===== src/rtl/ps2_pkg.sv =====
// Shared types and constants for the PS/2 keyboard receiver.
// Optional make-only filtering is selected with PS2_BREAK_FILTER_EN (see ps2_rx).
package ps2_pkg;

  typedef enum logic [1:0] {
    IDLE,
    DATA,
    PARITY,
    STOP
  } ps2_state_t;

  localparam int         PS2_DATA_BITS = 8;
  localparam logic [7:0] PS2_BREAK     = 8'hF0;
  localparam logic [7:0] PS2_EXT       = 8'hE0;

  // Odd parity: the data bits plus the parity bit must hold an odd number of ones.
  function automatic logic odd_parity_ok(input logic [7:0] data, input logic par);
    return ^{data, par};
  endfunction

endpackage


===== src/rtl/ps2_sync_edge.sv =====
// Two-flop synchroniser for an idle-high asynchronous line, plus a detector
// that flags the cycle on which the synchronised line drops from 1 to 0.
module ps2_sync_edge
  import ps2_pkg::*;
(
  input  logic clk,
  input  logic rst,
  input  logic din,
  output logic sync,
  output logic fall
);

  logic meta;
  logic prev;

  always_ff @(posedge clk) begin
    if (rst) begin
      meta <= 1'b1;
      sync <= 1'b1;
      prev <= 1'b1;
    end else begin
      meta <= din;
      sync <= meta;
      prev <= sync;
    end
  end

  assign fall = prev & ~sync;

endmodule


===== src/rtl/ps2_rx.sv =====
// PS/2 device-to-host frame receiver: start, 8 data bits LSB first, odd parity, stop.
// Define PS2_BREAK_FILTER_EN to emit make codes only (break and extended prefixes dropped).
module ps2_rx
  import ps2_pkg::*;
#(
  parameter int TIMEOUT_CYCLES = 50000
) (
  input  logic       clk,
  input  logic       rst,
  input  logic       ps2_clk,
  input  logic       ps2_data,
  output logic [7:0] code,
  output logic       code_valid,
  output logic       parity_err,
  output logic       frame_err
);

  localparam int TW = $clog2(TIMEOUT_CYCLES + 1);
  localparam int CW = $clog2(PS2_DATA_BITS);
  localparam logic [TW-1:0] TLIMIT   = TW'(TIMEOUT_CYCLES - 1);
  localparam logic [CW-1:0] LAST_BIT = CW'(PS2_DATA_BITS - 1);

  logic          clk_sync;
  logic          clk_fall;
  logic          data_meta;
  logic          data_sync;
  ps2_state_t    state;
  logic [CW-1:0] bit_cnt;
  logic [TW-1:0] tcnt;
  logic [7:0]    shift;
  logic          par_bit;
  logic          parity_ok;
`ifdef PS2_BREAK_FILTER_EN
  logic          break_pending;
`endif

  ps2_sync_edge u_clk_sync (
    .clk  (clk),
    .rst  (rst),
    .din  (ps2_clk),
    .sync (clk_sync),
    .fall (clk_fall)
  );

  // The data line only needs synchronising; its delay matches the clock path.
  always_ff @(posedge clk) begin
    if (rst) begin
      data_meta <= 1'b1;
      data_sync <= 1'b1;
    end else begin
      data_meta <= ps2_data;
      data_sync <= data_meta;
    end
  end

  assign parity_ok = odd_parity_ok(shift, par_bit);

  always_ff @(posedge clk) begin
    if (rst) begin
      state      <= IDLE;
      bit_cnt    <= '0;
      tcnt       <= '0;
      shift      <= '0;
      par_bit    <= 1'b0;
      code       <= 8'h00;
      code_valid <= 1'b0;
      parity_err <= 1'b0;
      frame_err  <= 1'b0;
`ifdef PS2_BREAK_FILTER_EN
      break_pending <= 1'b0;
`endif
    end else begin
      code_valid <= 1'b0;
      parity_err <= 1'b0;
      frame_err  <= 1'b0;
      // A sampling event takes priority over a timeout landing on the same cycle.
      if (clk_fall) begin
        tcnt <= '0;
        case (state)
          IDLE: begin
            if (!data_sync) begin
              state   <= DATA;
              bit_cnt <= '0;
            end
          end
          DATA: begin
            shift   <= {data_sync, shift[7:1]};
            bit_cnt <= bit_cnt + CW'(1);
            if (bit_cnt == LAST_BIT) state <= PARITY;
          end
          PARITY: begin
            par_bit <= data_sync;
            state   <= STOP;
          end
          STOP: begin
            state <= IDLE;
            if (!parity_ok) parity_err <= 1'b1;
            if (!data_sync) frame_err  <= 1'b1;
            if (parity_ok && data_sync) begin
`ifdef PS2_BREAK_FILTER_EN
              if (break_pending) begin
                break_pending <= 1'b0;
              end else if (shift == PS2_BREAK) begin
                break_pending <= 1'b1;
              end else if (shift != PS2_EXT) begin
                code       <= shift;
                code_valid <= 1'b1;
              end
`else
              code       <= shift;
              code_valid <= 1'b1;
`endif
            end
`ifdef PS2_BREAK_FILTER_EN
            else begin
              break_pending <= 1'b0;
            end
`endif
          end
          default: state <= IDLE;
        endcase
      end else if (state == IDLE) begin
        tcnt <= '0;
      end else if (tcnt == TLIMIT) begin
        state     <= IDLE;
        tcnt      <= '0;
        frame_err <= 1'b1;
`ifdef PS2_BREAK_FILTER_EN
        break_pending <= 1'b0;
`endif
      end else begin
        tcnt <= tcnt + TW'(1);
      end
    end
  end

endmodule


===== config.mk =====
export PLATFORM = sky130hd
export DESIGN_NAME = ps2_rx
export DESIGN_NICKNAME = d
export VERILOG_FILES = /design/src/rtl/ps2_pkg.sv /design/src/rtl/ps2_sync_edge.sv /design/src/rtl/ps2_rx.sv
export SDC_FILE = /design/constraint.sdc
export NUM_CORES = 1
export LEC_CHECK = 0
export CORE_MARGIN = 8
export CORE_UTILIZATION = 57
export CTS_BUF_LIST = sky130_fd_sc_hd__clkbuf_16
export DETAILED_ROUTE_END_ITERATION = 8
export PLACE_DENSITY = 0.78
export SYNTH_ARGS = -nofsm -noshare
export SYNTH_HDL_FRONTEND = slang
export SYNTH_SLANG_ARGS = --single-unit

===== constraint.sdc =====
create_clock -name clk -period 2.3 [get_ports clk]
set_clock_uncertainty 0.1 [all_clocks]
set_input_delay 0.23 -clock clk [delete_from_list [all_inputs] [get_ports clk]]
set_output_delay 0.23 -clock clk [all_outputs]
set_load 0.005 [all_outputs]

==> results of run 1 <==
## cells by family (layout without fill, tap and decap cells)
group / Yosys count / after routing
muxes: 8 / 8
buffers and inverters: 14 / 30
xor gates and xnor gates: 22 / 22
DFF: 46 / 46
adders and majority gates: 8 / 8
and+or+nand+nor: 96 / 96
AOI/OAI and AO/OA: 27 / 27
## placed cells by master, fill, tap and decap left out, types with 2 or more instances in the layout
master and n:
nand4_1 3, nor4bb_1 2, clkinv_2 2, clkbuf_16 5, nand2b_1 14, nor4_1 3
nand2_1 14, o21ai_0 4, clkdlybuf4s50_1 14, mux2i_1 8, nor3_1 3, or2_1 5
dfxtp_1 46, nand3_1 19, buf_4 3, nor2_1 19, and3_1 4, ha_1 8
o21ai_1 4, a21oi_1 16, xnor2_1 16, xor2_1 5, inv_1 6, o2111ai_1 2
or2b_1 2
## layer usage
layer	wire length, um	part of all wire	GRT usage	up-vias
li1	-	-	-	787
met1	1921	0.50	0.1950	709
met2	1719	0.44	0.2234	26
met3	188	0.049	0.04868	6
met4	46	0.012	0.03838	0
met5	0	0	0	-
## stage by stage
| stage | setup slack, ns | util | power [mW] | instance area [um^2] | instances |
|---|---|---|---|---|---|
| 2_1_floorplan | 0.6321 | - | 0.8497 | 2032 | 221 |
| 3_3_place_gp | 0.5360 | 0.6556 | 0.8669 | 2222 | 276 |
| 3_5_place_dp | 0.4156 | 0.6556 | 0.8670 | 2222 | 276 |
| 4_1_cts | 0.4096 | 0.6955 | 1.525 | 2357 | 283 |
| 5_1_grt | 0.2440 | 0.6955 | 1.568 | 2357 | 283 |
| 6_report | 0.4341 | 0.6955 | 1.519 | 2357 | 283 |
## worst max-delay path by stage
stage	from	endpoint	slack, ns	depth (start not counted)
floorplan	shift[4]	code[0]	0.63	5
global placement	shift[4]	code[4]	0.54	5
detailed placement	shift[4]	code[6]	0.42	5
CTS	shift[4]	code[6]	0.41	5
global route	tcnt[0]	tcnt[11]	0.24	5
finish	shift[4]	code[6]	0.43	5
## worst max-delay path: stages, from the launching register on
cell and delay (ns):
dfxtp_1 0.39, xnor2_1 0.10, xnor2_1 0.31, xnor3_2 0.48, nor2_8 0.19, mux2i_1 0.22
## sequential cells by signal, indices dropped and copies added (netlist names)
signal           cells
tcnt                16
code                 8
shift                8
bit_cnt              3
state                2
code_valid           1
data_meta            1
data_sync            1
frame_err            1
par_bit              1
parity_err           1
u_clk_sync.meta      1
u_clk_sync.prev      1
u_clk_sync.sync      1
## final cells by class
| cell class | count | area (um^2) | share of cell area |
|---|---|---|---|
| Inverter | 6 | 22.52 | 0.009554 |
| Clock inverter | 2 | 10.01 | 0.004246 |
| Tap cell | 46 | 57.56 | 0.02442 |
| Multi-Input combinational cell | 161 | 1059 | 0.4490 |
| Timing Repair Buffer | 17 | 162.7 | 0.06900 |
| Clock buffer | 5 | 125.1 | 0.05308 |
| Sequential cell | 46 | 920.9 | 0.3907 |
## power breakdown
group	total, mW	leakage (nW)	switching (mW)	internal (mW)
clock network	0.669	0.0694	0.277	0.392
logic	0.0424	0.368	0.0229	0.0195
registers	0.808	0.372	0.00447	0.803
==> flow_summary_export.csv, run 1 <==
group,metric,value,unit
logic_synthesis,synth_fa_ha_area_frac,0.04926,
logic_synthesis,synth_edf_count,0,
logic_synthesis,yosys.area_share.simple,0.2586,
logic_synthesis,muxShareOfSynthArea,0.03941,
routing,ant_nets,0,
hold_path,whs_endpoint,"u_clk_sync.sync",
logic_synthesis,synth.distinct_cells,32,
flow_run,drv_cap,0,
logic_synthesis,yosysSeqAreaShare,0.4532,
global_route,antenna_found_initial,0,
logic_synthesis,syn_area_per_cell,9.194,um^2
clock_network,clock_sinks,46,
logic_synthesis,yosys-top-cells-count,"46 x dfxtp_1, 19 x nand3_1, 19 x nor2_1, 16 x a21oi_1, 16 x xnor2_1",
logic_synthesis,synth_area,2032,um^2
floorplan,pin_count,15,
global_route,grt_overflow,0,
routing,wl_per_cell,13.70,um
setup_path,cp_data_arrival_time,1.97,ns
logic_synthesis,ys_top_cells_by_area,"dfxtp_1 45%, xnor2_1 6.9%, ha_1 4.9%",
layout,antenna_cells,0,
place,gp_congestion,0.7764,
layout,n_fill_cell,269,
logic_synthesis,synth_top_family_by_area,"simple AND/OR/NAND/NOR gates",
logic_synthesis,postSynthCellCount,221,
setup_path,r2r_end,"code[6]",
floorplan,dieArea,5731,um^2
routing,dr.pass1.iters,4,
logic_synthesis,yosys_warnings,0,
layout,layout-drive-gt1-share,0.05485,
global_route,grt_pass1_vias,1376,
logic_synthesis,synth_flop_cell,"dfxtp_1",
sta,fin_crit_sh,0.8113,
routing,avgViaCountPerCell,5.399,
logic_synthesis,synth.top_cell.area_share,0.4532,
clock_network,path_clk_slew,0.06,ns
hold_path,hold_depth,1,
setup_path,r2r_start,"shift[4]",
logic_synthesis,synth_seq_cells,46,
clock_network,cts_resized,0,
setup_path,cp-end-kind,"flop",
setup_path,reg2reg_depth,5,
place,port_buffers,14,
floorplan,fp.dieW,75.71,um
setup_path,crit_type,"reg2reg",
logic_synthesis,synthXorXnorAreaFrac,0.1022,
setup_path,rrSetupSlack,0.43,ns
logic_synthesis,synthArstFlopShare,0,
floorplan,coreArea,3390,um^2
floorplan,rows,21,
sta,grt_setup_unrepaired,"no",
sta,setup_viol,0,
sta,hold-worst-slack,0.3118,ns
setup_path,required,2.41,ns
logic_synthesis,synth_area_leader_cell,"dfxtp_1",
clock_network,root_buffer,"clkbuf_16",
routing,drc,0,
hold_path,hold_path_class,"reg2reg",
global_route,grt_first_pass_wirelength,6410,um
clock_network,clock_latency,0.28,ns
logic_synthesis,yosysMostFrequentCell,"dfxtp_1",
layout,syn2layout_area_growth,16.01,%
sta,max_freq,535.9,MHz
sta,worst_pin_slew,0.5045,ns
pwr,ir_drop,0.0005177,V
sta,relSlewSlack,0.6629,
setup_path,critPathMaxFanout,7,
routing,drt_iter0_markers,163,
clock_network,tritoncts,"done",
sta,finalHoldViolCount,0,
outcome,status,"complete, no violations",
setup_path,start_kind,"flop",
hold_path,hold_start,"u_clk_sync.meta",
sta,period_minus_slack,1.866,ns
sta,fin_setup_tns,0,ns
clock_network,cts_max_level,2,
clock_network,post_cts_buffers,0,
routing,num_vias,1528,
clock_network,cts_made_buffers,5,
clock_network,postCtsHoldBufs,0,
floorplan,die_h,75.71,um
global_route,grt_start_max_net_pins,38,
place,dp_hpwl,2637,um
logic_synthesis,synth_nets,233,
floorplan,initial_core_util,0.5995,
global_route,grt_use_total,0.1473,
routing,routed_wirelength,3876,um
layout,nets,249,
clock_network,clock_path_buffers,2,
logic_synthesis,synth_compound_area_frac,0.07143,
pwr,p_leak,0.8094,nW
sta,slew_viol_final,0,
pwr,p_per_area,644.2,nW/um^2
(Power assumes the default switching activity.)
==> run 2, diff against run 1 <==
==> constraint.sdc (replaced) <==
create_clock -name clk -period 1.8 [get_ports clk]
set_clock_uncertainty 0.1 [all_clocks]
set_input_delay 0.18 -clock clk [delete_from_list [all_inputs] [get_ports clk]]
set_output_delay 0.18 -clock clk [all_outputs]
set_load 0.005 [all_outputs]
==> run 2 against run 1 <==
  * Worst setup slack got worse by 0.39 ns
  * Critical endpoint is now code[3]
  * Die area did not move
  * Non-clock buffer count rose by 13
  * Cell count rose by 4.6%
  * Via count rose by 5.8%
  * Clock power rose by 24%
  * Hold slack improved by 0.0036 ns
  * Combinational power rose by 49%
  * Clock-buffer cell count did not move
  * Register-to-register slack got worse by 0.39 ns
  * Highest routed layer unchanged
  * Final area rose by 8.2%
==> flow_summary_export.csv, run 2 (synthesis gave the netlist of run 1 again) <==
group,metric,value,unit
global_route,grt_overflow,0,
pwr,p_per_area,754.5,nW/um^2
routing,drc,0,
clock_network,clock_path_buffers,2,
floorplan,fp.dieW,75.71,um
sta,setup_viol,0,
global_route,antenna_found_initial,0,
routing,routed_wirelength,4274,um
routing,drt_iter0_markers,165,
layout,nets,262,
routing,ant_nets,0,
floorplan,rows,21,
layout,largest_reg_flops,16,
clock_network,clock_sinks,46,
global_route,grt_use_total,0.1534,
sta,fin_crit_sh,0.9778,
pwr,ir_drop,0.0005515,V
hold_path,hold_path_class,"reg2reg",
sta,slew_viol_final,0,
place,port_buffers,14,
layout,reg_top3,"tcnt (16), code (8), shift (8)",
routing,wl_per_cell,14.44,um
floorplan,pin_count,15,
clock_network,clock_latency,0.28,ns
place,gp_congestion,0.8568,
clock_network,tritoncts,"done",
sta,hold-worst-slack,0.3153,ns
layout,final_common_cell,"dfxtp_1",
floorplan,initial_core_util,0.5995,
sta,period_minus_slack,1.760,ns
layout,syn2layout_area_growth,25.49,%
clock_network,root_buffer,"clkbuf_16",
floorplan,coreArea,3390,um^2
layout,top_register,"tcnt",
layout,n_fill_cell,216,
floorplan,dieArea,5731,um^2
global_route,grt_first_pass_wirelength,6520,um
outcome,status,"complete, no violations",
layout,fin_util,0.7523,
clock_network,path_clk_slew,0.06,ns
clock_network,cts_max_level,2,
sta,max_freq,568.2,MHz
setup_path,cp-end-kind,"flop",
clock_network,postCtsHoldBufs,0,
routing,dr.pass1.iters,4,
layout,mostFrequentLayoutCells,"40 x dfxtp_1, 19 x nor2_1, 19 x nand3_1",
setup_path,critPathMaxFanout,7,
sta,relSlewSlack,0.6611,
floorplan,die_h,75.71,um
layout,antenna_cells,0,
pwr,power,1.924,mW
pwr,p_leak,0.9011,nW
setup_path,cp_data_arrival_time,1.86,ns
global_route,grt_pass1_vias,1383,
sta,finalHoldViolCount,0,
routing,avgViaCountPerCell,5.463,
layout,layout-drive-gt1-share,0.1600,
setup_path,required,1.90,ns
setup_path,crit_type,"reg2reg",
sta,worst_pin_slew,0.5073,ns
setup_path,start_kind,"flop",
flow_run,drv_cap,0,
clock_network,cts_made_buffers,5,
global_route,grt_start_max_net_pins,24,
routing,num_vias,1617,
place,dp_hpwl,2627,um
## run 2: worst max-delay path, stage by stage, from the launching register on
cell and delay, ns:
dfxtp_1 0.35, xnor2_2 0.16, xnor2_2 0.21, xnor3_2 0.43
nor2_8 0.20, mux2i_1 0.23
## run 2: path summary, 6_finish.rpt
path,startpoint,to,slack [ns],cells after the start
setup / recovery,shift[3],code[3],0.04,5
hold / removal,u_clk_sync.meta,u_clk_sync.sync,0.32,1
setup reg to reg,shift[3],code[3],0.04,5
hold reg to reg,u_clk_sync.meta,u_clk_sync.sync,0.32,1
## run 2: layout make-up
class / count / area [um^2] / area share
Multi-Input combinational cell: 161 / 1136 / 0.4455
Sequential cell: 46 / 928.4 / 0.3641
Clock buffer: 5 / 125.1 / 0.04907
Timing Repair Buffer: 30 / 272.8 / 0.1070
Tap cell: 46 / 57.56 / 0.02257
Inverter: 6 / 22.52 / 0.008832
Clock inverter: 2 / 7.507 / 0.002944
## run 2: layer usage
| layer | routed length [um] | GRT usage | vias up |
|---|---|---|---|
| met5 | 0 | 0 | - |
| met4 | 121 | 0.06183 | 0 |
| met3 | 247 | 0.04868 | 10 |
| met2 | 1920 | 0.2378 | 47 |
| met1 | 1985 | 0.1924 | 753 |
| li1 | - | - | 807 |
## run 2: power breakdown
group	internal, mW	switching, mW	leakage [nW]
logic	0.0297	0.0336	0.454
registers	1.03	0.00679	0.375
clock network	0.495	0.332	0.0723
## run 2: through the flow
| stage | worst slack [ns] | setup TNS (ns) | cells | cell area [um^2] |
|---|---|---|---|---|
| 2_1_floorplan | 0.1321 | 0 | 221 | 2032 |
| 4_1_cts | 0.006970 | 0 | 295 | 2482 |
| 6_report | 0.04001 | 0 | 296 | 2550 |
| 3_3_place_gp | 0.03519 | 0 | 283 | 2287 |
| 3_5_place_dp | -0.01215 | -0.01215 | 283 | 2287 |
| 5_1_grt | -0.01368 | -0.01368 | 296 | 2550 |
## run 2: what timing repair did
item,CTS,global route
resized for setup,5,12
pin swaps,3,4
endpoints found under the setup margin,7,9
buffers inserted,5,1
==> run 3, diff against run 2 <==
--- a/config.mk
+++ b/config.mk
@@ -9,7 +9,7 @@
 export CORE_UTILIZATION = 57
 export CTS_BUF_LIST = sky130_fd_sc_hd__clkbuf_16
 export DETAILED_ROUTE_END_ITERATION = 8
-export PLACE_DENSITY = 0.78
+export PLACE_DENSITY = 0.75
 export SYNTH_ARGS = -nofsm -noshare
 export SYNTH_HDL_FRONTEND = slang
 export SYNTH_SLANG_ARGS = --single-unit
==> run 3 against run 2 <==
  * Non-clock buffer count decreased by 2
  * Power shrank 0.66%
  * Hold slack got worse by 0.015 ns
  * Critical path depth unchanged
  * Critical endpoint unchanged
  * Largest power group unchanged
==> flow_summary_export.csv, run 3 (synthesis gave the netlist of run 1 again) <==
group,metric,value,unit
setup_path,start_kind,"flop",
layout,top_register,"tcnt",
setup_path,critPathCapture,"code[3]",
layout,reg_top3,"tcnt (16), code (8), shift (8)",
floorplan,initial_core_util,0.5995,
place,port_buffers,14,
clock_network,tritoncts,"done",
sta,finalHoldViolCount,0,
clock_network,clock_path_buffers,2,
setup_path,r2r_start,"shift[4]",
setup_path,worst-path-stages,5,
setup_path,reg2reg_depth,5,
clock_network,cts_max_level,2,
routing,routed_wirelength,3956,um
floorplan,dieArea,5731,um^2
layout,antenna_cells,0,
floorplan,pin_count,15,
setup_path,cp.buffers_inverters,0,
sta,slew_viol_final,0,
routing,drt-met1-wl,1672,um
routing,dr.pass1.iters,4,
global_route,grt_first_pass_wirelength,6479,um
floorplan,die_h,75.71,um
setup_path,cp-end-kind,"flop",
setup_path,rrSetupSlack,0.001,ns
setup_path,path_cells,"xnor2_2, xnor2_2, xnor3_2, nor2_8, mux2i_1",
global_route,antenna_found_initial,0,
sta,period_minus_slack,1.799,ns
routing,wl_met3,248,um
global_route,grt_overflow,0,
hold_path,hold_start,"u_clk_sync.meta",
place,placed_cell_area,2267,um^2
sta,fin_crit_sh,0.9994,
clock_network,cts_made_buffers,5,
layout,layout-drive-gt1-share,0.1174,
routing,drc,0,
setup_path,critPathMaxFanout,7,
floorplan,rows,21,
place,gp_congestion,0.8539,
pwr,ir_drop,0.0005278,V
hold_path,hold_path_class,"reg2reg",
sta,setup_viol,0,
layout,nets,260,
sta,relSlewSlack,0.7041,
layout,largest_reg_flops,16,
setup_path,crit_start,"shift[4]",
setup_path,worst_path_max_delay_cell,"xnor3_2",
routing,ant_nets,0,
clock_network,path_clk_slew,0.06,ns
layout,final_common_cell,"dfxtp_1",
floorplan,fp.dieW,75.71,um
global_route,grt_start_max_net_pins,22,
routing,highest_layer,"met4",
setup_path,r2r_end,"code[3]",
layout,syn2layout_area_growth,21.24,%
layout,mostFrequentLayoutCells,"42 x dfxtp_1, 19 x nor2_1, 19 x nand3_1",
floorplan,coreArea,3390,um^2
setup_path,crit_top_cell,"xnor2_2",
routing,avgViaCountPerCell,5.553,
routing,drt_iter0_markers,58,
setup_path,required,1.91,ns
setup_path,slowest_delay,0.44,ns
setup_path,cp_data_arrival_time,1.91,ns
sta,hold-worst-slack,0.3008,ns
flow_run,drv_cap,0,
routing,wl_met2,1949,um
routing,num_vias,1627,
clock_network,clock_latency,0.28,ns
sta,worst_pin_slew,0.4399,ns
sta,max_freq,555.9,MHz
pwr,p_per_area,775.8,nW/um^2
clock_network,root_buffer,"clkbuf_16",
sta,fin_setup_tns,0,ns
routing,wl_per_cell,13.50,um
setup_path,crit_family,"XOR/XNOR gates",
place,dp_hpwl,2797,um
clock_network,clock_sinks,46,
global_route,grt_use_total,0.1482,
global_route,grt_pass1_vias,1544,
layout,stdcell_area,2464,um^2
setup_path,crit_type,"reg2reg",
pwr,p_leak,0.8616,nW
outcome,status,"complete, no violations",
run 3: cell count changes in the layout (fill, tap and decap cells not counted), moves of 2 or more:
cell     previous run  this run
xnor2_1             9        13
dfxtp_2             6         3
inv_1               8         6
dfxtp_1            40        42
xnor2_2             6         3
run 3: how the worst min path moves through the flow:
stage	to	depth (start not counted)
global placement	u_clk_sync.sync	1
detailed placement	u_clk_sync.sync	1
finish	u_clk_sync.sync	1
CTS	u_clk_sync.sync	1
floorplan	data_meta	1
global route	u_clk_sync.sync	1
run 3: what timing repair did:
item,CTS,global route
setup buffers,2,3
cloned,0,0
pin swaps,3,4
endpoints found under the setup margin,7,9
gates resized for setup,0,8
hold buffers,0,0
run 3: power by group:
part	internal [mW]	switching [mW]	leakage (nW)
logic	0.0278	0.0301	0.425
clock network	0.493	0.331	0.0632
registers	1.02	0.00492	0.374
total	1.55	0.366	0.862
run 3: area by class of cell:
cell class	instances	area, um^2
clock inverters	1	3.754
fillers	232	925.9
inverters	6	22.52
multi-input cells	161	1081
repair buffers	28	245.2
clock buffers	5	125.1
well taps	46	57.56
flip-flops and latches	46	928.4
run 3: metal layers:
| metal | GRT usage | vias to the layer above |
|---|---|---|
| li1 | - | 799 |
| met1 | 0.1541 | 765 |
| met2 | 0.2608 | 54 |
| met3 | 0.03947 | 9 |
| met4 | 0.08955 | 0 |
| met5 | 0 | - |
run 3: through the flow:
step	total power, mW	worst slack, ns	cells	utilization
final	1.911	0.001110	293	0.7268
after global routing	1.970	-0.04126	293	0.7268
after CTS	1.940	0.04029	290	0.7113
after detailed placement	1.110	-0.02890	282	0.6689
after global placement	1.108	0.05216	282	0.6689
after floorplan	1.086	0.1321	221	-
